## config.mk

```make
export PLATFORM = sky130hd
export DESIGN_NAME = bkg_scroll_fetch
export DESIGN_NICKNAME = d
export VERILOG_FILES = /design/src/rtl/bkg_scroll_fetch.sv
export SDC_FILE = /design/constraint.sdc
export NUM_CORES = 1
export LEC_CHECK = 0
export BUFFER_PORTS_ARGS = -buffer_cell sky130_fd_sc_hd__buf_2
export CAP_MARGIN = 20
export CELL_PAD_IN_SITES_DETAIL_PLACEMENT = 1
export CELL_PAD_IN_SITES_GLOBAL_PLACEMENT = 2
export CORE_ASPECT_RATIO = 1.75
export CORE_MARGIN = 2
export CORE_UTILIZATION = 27
export DETAILED_ROUTE_END_ITERATION = 6
export HOLD_SLACK_MARGIN = 0.06
export PLACE_DENSITY = 0.86
export SETUP_SLACK_MARGIN = 0.5
export SLEW_MARGIN = 0
export SYNTH_ARGS = -nofsm -noshare
export SYNTH_HDL_FRONTEND = slang
export SYNTH_SLANG_ARGS = --single-unit
```

## constraint.sdc

```tcl
create_clock -name Clk -period 3.8 [get_ports Clk]
set_input_delay 0.19 -clock Clk [delete_from_list [all_inputs] [get_ports Clk]]
set_output_delay 0.19 -clock Clk [all_outputs]
set_load 0.1 [all_outputs]
```

## src/rtl/bkg_scroll_fetch.sv

```systemverilog
// Background scroll/fetch stage: beam position -> background RAM address, RGB re-alignment,
// and frame-synchronous vertical camera scroll via a valid/ready handshake.
module bkg_scroll_fetch (
    input  logic        Clk,
    input  logic        Reset,
    input  logic        frame_start,
    input  logic [9:0]  DrawX,
    input  logic [9:0]  DrawY,
    input  logic        pix_valid_in,
    input  logic        scroll_valid,
    input  logic [7:0]  scroll_amt,
    output logic        scroll_ready,
    output logic [14:0] read_address,
    input  logic [23:0] ram_data,
    output logic [7:0]  Red,
    output logic [7:0]  Green,
    output logic [7:0]  Blue,
    output logic        pix_valid_out,
    output logic [7:0]  base_row
);

    localparam int unsigned IMG_H       = 160;
    localparam int unsigned SCALE_SHIFT = 2;
    localparam int unsigned SCREEN_W    = 640;
    localparam int unsigned SCREEN_H    = 480;
    localparam int unsigned ADDR_W      = 15;
    localparam int unsigned ROW_W       = 8;

    // Scroll state
    logic [ROW_W-1:0]  base_row_q, base_row_d;
    logic [ROW_W-1:0]  pend_amt_q, pend_amt_d;
    logic              pending_q, pending_d;
    logic              ready_q, ready_d;

    // Pixel pipeline state
    logic [ADDR_W-1:0] addr_q, addr_d;
    logic              v1_q, v1_d;
    logic              v2_q, v2_d;
    logic [23:0]       rgb_q, rgb_d;
    logic              pv_q, pv_d;

    // Stage 0 intermediates
    logic [ROW_W-1:0]  col;
    logic [8:0]        raw_row;
    logic [8:0]        row_sum;
    logic [ROW_W-1:0]  row;
    logic              in_range;
    logic [ROW_W-1:0]  amt_eff;
    logic              accept;

    // Stage 0 address generation, scroll bookkeeping and next-state for all flops
    always_comb begin
        col      = 8'(DrawX >> SCALE_SHIFT);
        raw_row  = 9'(DrawY >> SCALE_SHIFT);
        row_sum  = raw_row + 9'(base_row_q);
        row      = (row_sum >= 9'(IMG_H)) ? 8'(row_sum - 9'(IMG_H)) : 8'(row_sum);
        in_range = pix_valid_in && (DrawX < 10'(SCREEN_W)) && (DrawY < 10'(SCREEN_H));

        amt_eff  = (scroll_amt >= 8'(IMG_H)) ? (scroll_amt - 8'(IMG_H)) : scroll_amt;
        accept   = scroll_valid && ready_q;

        base_row_d = base_row_q;
        pend_amt_d = pend_amt_q;
        pending_d  = pending_q;

        // Apply a pending scroll at the frame boundary; wrap mod IMG_H on underflow
        if (frame_start && pending_q) begin
            if (pend_amt_q > base_row_q) begin
                base_row_d = base_row_q + 8'(IMG_H) - pend_amt_q;
            end else begin
                base_row_d = base_row_q - pend_amt_q;
            end
            pending_d = 1'b0;
        end

        // accept only happens with pending clear, so it never collides with the update above
        if (accept) begin
            pend_amt_d = amt_eff;
            pending_d  = 1'b1;
        end
        ready_d = !pending_d;

        // row*160 as (row<<7)+(row<<5)
        addr_d = in_range ? (15'({row, 7'b0}) + 15'({row, 5'b0}) + 15'(col)) : '0;
        v1_d   = in_range;
        v2_d   = v1_q;
        rgb_d  = v2_q ? ram_data : '0;
        pv_d   = v2_q;
    end

    always_ff @(posedge Clk) begin
        if (Reset) begin
            base_row_q <= '0;
            pend_amt_q <= '0;
            pending_q  <= 1'b0;
            ready_q    <= 1'b0;
            addr_q     <= '0;
            v1_q       <= 1'b0;
            v2_q       <= 1'b0;
            rgb_q      <= '0;
            pv_q       <= 1'b0;
        end else begin
            base_row_q <= base_row_d;
            pend_amt_q <= pend_amt_d;
            pending_q  <= pending_d;
            ready_q    <= ready_d;
            addr_q     <= addr_d;
            v1_q       <= v1_d;
            v2_q       <= v2_d;
            rgb_q      <= rgb_d;
            pv_q       <= pv_d;
        end
    end

    assign scroll_ready  = ready_q;
    assign read_address  = addr_q;
    assign Red           = rgb_q[23:16];
    assign Green         = rgb_q[15:8];
    assign Blue          = rgb_q[7:0];
    assign pix_valid_out = pv_q;
    assign base_row      = base_row_q;

endmodule

```

==> metrics.txt <==
post-synthesis sequential area ratio=35.6%; wire per inst=14.6 um; vias per cell=4.57; H-tree depth=3; setup TNS=0 ps; final hold vios=0; ANT cells=0; Static Leak=0.00223 uW; worst r2r path cells=15; Slew @ Worst Pin=782 ps; Power Dens Cells=453 nW/um^2; Clock transition at path regs=60 ps; Worst Path Required=4000 ps; CTS max path bufs=2; WHS=64.3 ps; hpwl dp=7420 um; endpoints failing setup=0; Die X=88.5 um; peak supply drop=0.189 mV; initial antenna violation count=0; commonest non-fill, non-tap cell in the layout=buf_2; Setup crit start kind=register; Hold WC Path Type=input port to register; final slew viol count=0; Post-synth EDFFs=0; Avg Inst Size Synth=9.22 um^2; Reg2Reg Setup Slack=180 ps; Synth cell types=44; post-synthesis net count=473; TritonRoute pass-1 iters=4; RSZ-0062 raised after global routing=yes; Yosys warning count=0; Final nets=606; critical path data arrival time=3830 ps; Num CTS Buffers=9; total track usage=15.5%; via count=3,072; maximum number of pins on one net before global-route repair=26; CTS tree=yes; Syn Inst Count=366; starting density of the core=27.3%; Skew-Pair Late Insertion Delay=330 ps; drc violations=0; Max-cap violations=0; GPL Wtd Cong=0.786; Worst Hold End=rgb_q[13]; CTS root buffer=clkbuf_16; Reg-to-Reg Start=base_row[0]; Port Buffers=101; row cnt=54; f_max=0.276 GHz; TritonCTS Sinks=60; final period demand of the worst path=3620 ps; area delta synth->final=43.3%; synthesized flop and latch total=60; skew final=7.36 ps; First DRT Iteration DRCs=55; total core area=12,400 um^2; Ports=106; Max transition margin=47.9%; status=complete, no violations; Synth async-reset ratio=0%; Die Y-Extent=152 um; final WL=9790 um; Worst Min Path Start=ram_data[13]; period utilization=95.3%; Crit. End Element=register; Routed Antenna Nets=0; Max FO, Critical Path=4; first-pass GRT wire length=16,100 um; grt ovf=0; hold depth=2; die area=13,400 um^2; vias in the first global route=3,390; RR Endpoint=read_address[14]; Primary FF master, synth=dfxtp_1; synthesized area=3380 um^2; layout cells sized above 1=33.7%; most frequent cells in the layout=buf_2 (101), dfxtp_1 (54), inv_1 (34), and2_1 (34), ha_1 (34); CP Class=register to register
==> state kept, by name (all words and copies together), names as in the netlist <==
| signal | cells |
|---|---|
| pend_amt_q | 8 |
| rgb_q | 24 |
| base_row | 8 |
| pix_valid_out | 1 |
| v1_q | 1 |
| pending_q | 1 |
| scroll_ready | 1 |
| read_address | 15 |
| pv_d | 1 |
==> worst max-delay path: stages (launching register included) <==
cell,delay (ps)
dfxtp_4,350
ha_4,160
fa_2,420
buf_4,160
xor2_2,190
or3_4,360
o41a_1,380
o21a_1,210
o22ai_4,180
ha_4,240
ha_4,230
nand2_2,70
o21ai_2,60
o41ai_2,260
nand2b_1,150
mux2i_1,70
==> Yosys cell counts (6+ instances only) <==
| cell | instances | area share [%] |
|---|---|---|
| ha_1 | 40 | 15 |
| and2_1 | 34 | 6.3 |
| nand2b_1 | 6 | 1.1 |
| inv_1 | 34 | 3.8 |
| o21ai_0 | 14 | 2.1 |
| dfxtp_1 | 60 | 36 |
| nand2_1 | 22 | 2.4 |
| clkbuf_1 | 9 | 1.0 |
| xor2_1 | 8 | 2.1 |
| nor2_1 | 28 | 3.1 |
| a211oi_1 | 9 | 2.0 |
| fa_1 | 10 | 5.9 |
| xnor2_1 | 9 | 2.3 |
| a21oi_1 | 25 | 3.7 |
==> cell families after synthesis <==
| family | count (synthesis) | synth area share, % |
|---|---|---|
| AND/OR/NAND/NOR | 112 | 17.1 |
| adder cells (fa/ha/maj) | 50 | 20.8 |
| multiplexers | 3 | 0.890 |
| flip-flops | 60 | 35.6 |
| XOR/XNOR | 17 | 4.41 |
| buffers and inverters | 43 | 4.78 |
| AO/OA/AOI/OAI | 81 | 16.5 |
==> cell type report <==
cell class	count	area (um^2)
fill	1466	7530
multi-input combinational	263	2220
sequential	60	1220
timing repair buffer	131	786
clock buffer	9	225
tap	168	210
inverter	34	128
clock inverter	7	50.0
==> power breakdown <==
group | leakage [uW] | total, uW | switching, uW | internal (uW)
Clock | 0.000137 | 764 | 320 | 444
Combinational | 0.00161 | 769 | 440 | 329
Sequential | 0.000490 | 659 | 12.0 | 647
==> per-stage QoR <==
step | area (um^2) | worst slack, ps | total power, uW | utilization (%) | instances
floorplan | 3480 | 313 | 1190 | - | 366
global placement | 4160 | 137 | 1310 | 33.7 | 626
detailed placement | 4160 | 91.0 | 1340 | 33.7 | 626
CTS | 4770 | 302 | 2190 | 38.6 | 667
global route | 4840 | 19.6 | 2330 | 39.1 | 672
finish | 4840 | 177 | 2190 | 39.1 | 672
==> how the worst max path moves through the flow <==
| stage | startpoint | end | slack (ps) | cells after the start |
|---|---|---|---|---|
| finish | base_row[0] | read_address[14] | 180 | 15 |
| global route | base_row[0] | read_address[13] | 20 | 14 |
| CTS | base_row[0] | read_address[13] | 300 | 16 |
| detailed placement | base_row[0] | read_address[14] | 90 | 15 |
| global placement | base_row[0] | read_address[13] | 140 | 15 |
| floorplan | base_row[0] | read_address[13] | 310 | 16 |
==> per-layer routing <==
layer | part of all wire, % | vias to the layer above | GRT usage (%)
li1 | - | 1510 | -
met1 | 34 | 1459 | 14.6
met2 | 58 | 73 | 29.6
met3 | 3.3 | 30 | 3.37
met4 | 4.5 | 0 | 7.86
met5 | 0 | - | 0
==> repair_timing <==
action / CTS / global route
resized for setup: 18 / 7
pin swaps: 13 / 7
endpoints found under the setup margin: 4 / 5
setup buffers: 6 / 4
hold endpoints to repair: 19 / 0
hold buffers: 19 / 0
Note: power is estimated with default switching activity, not from simulation.
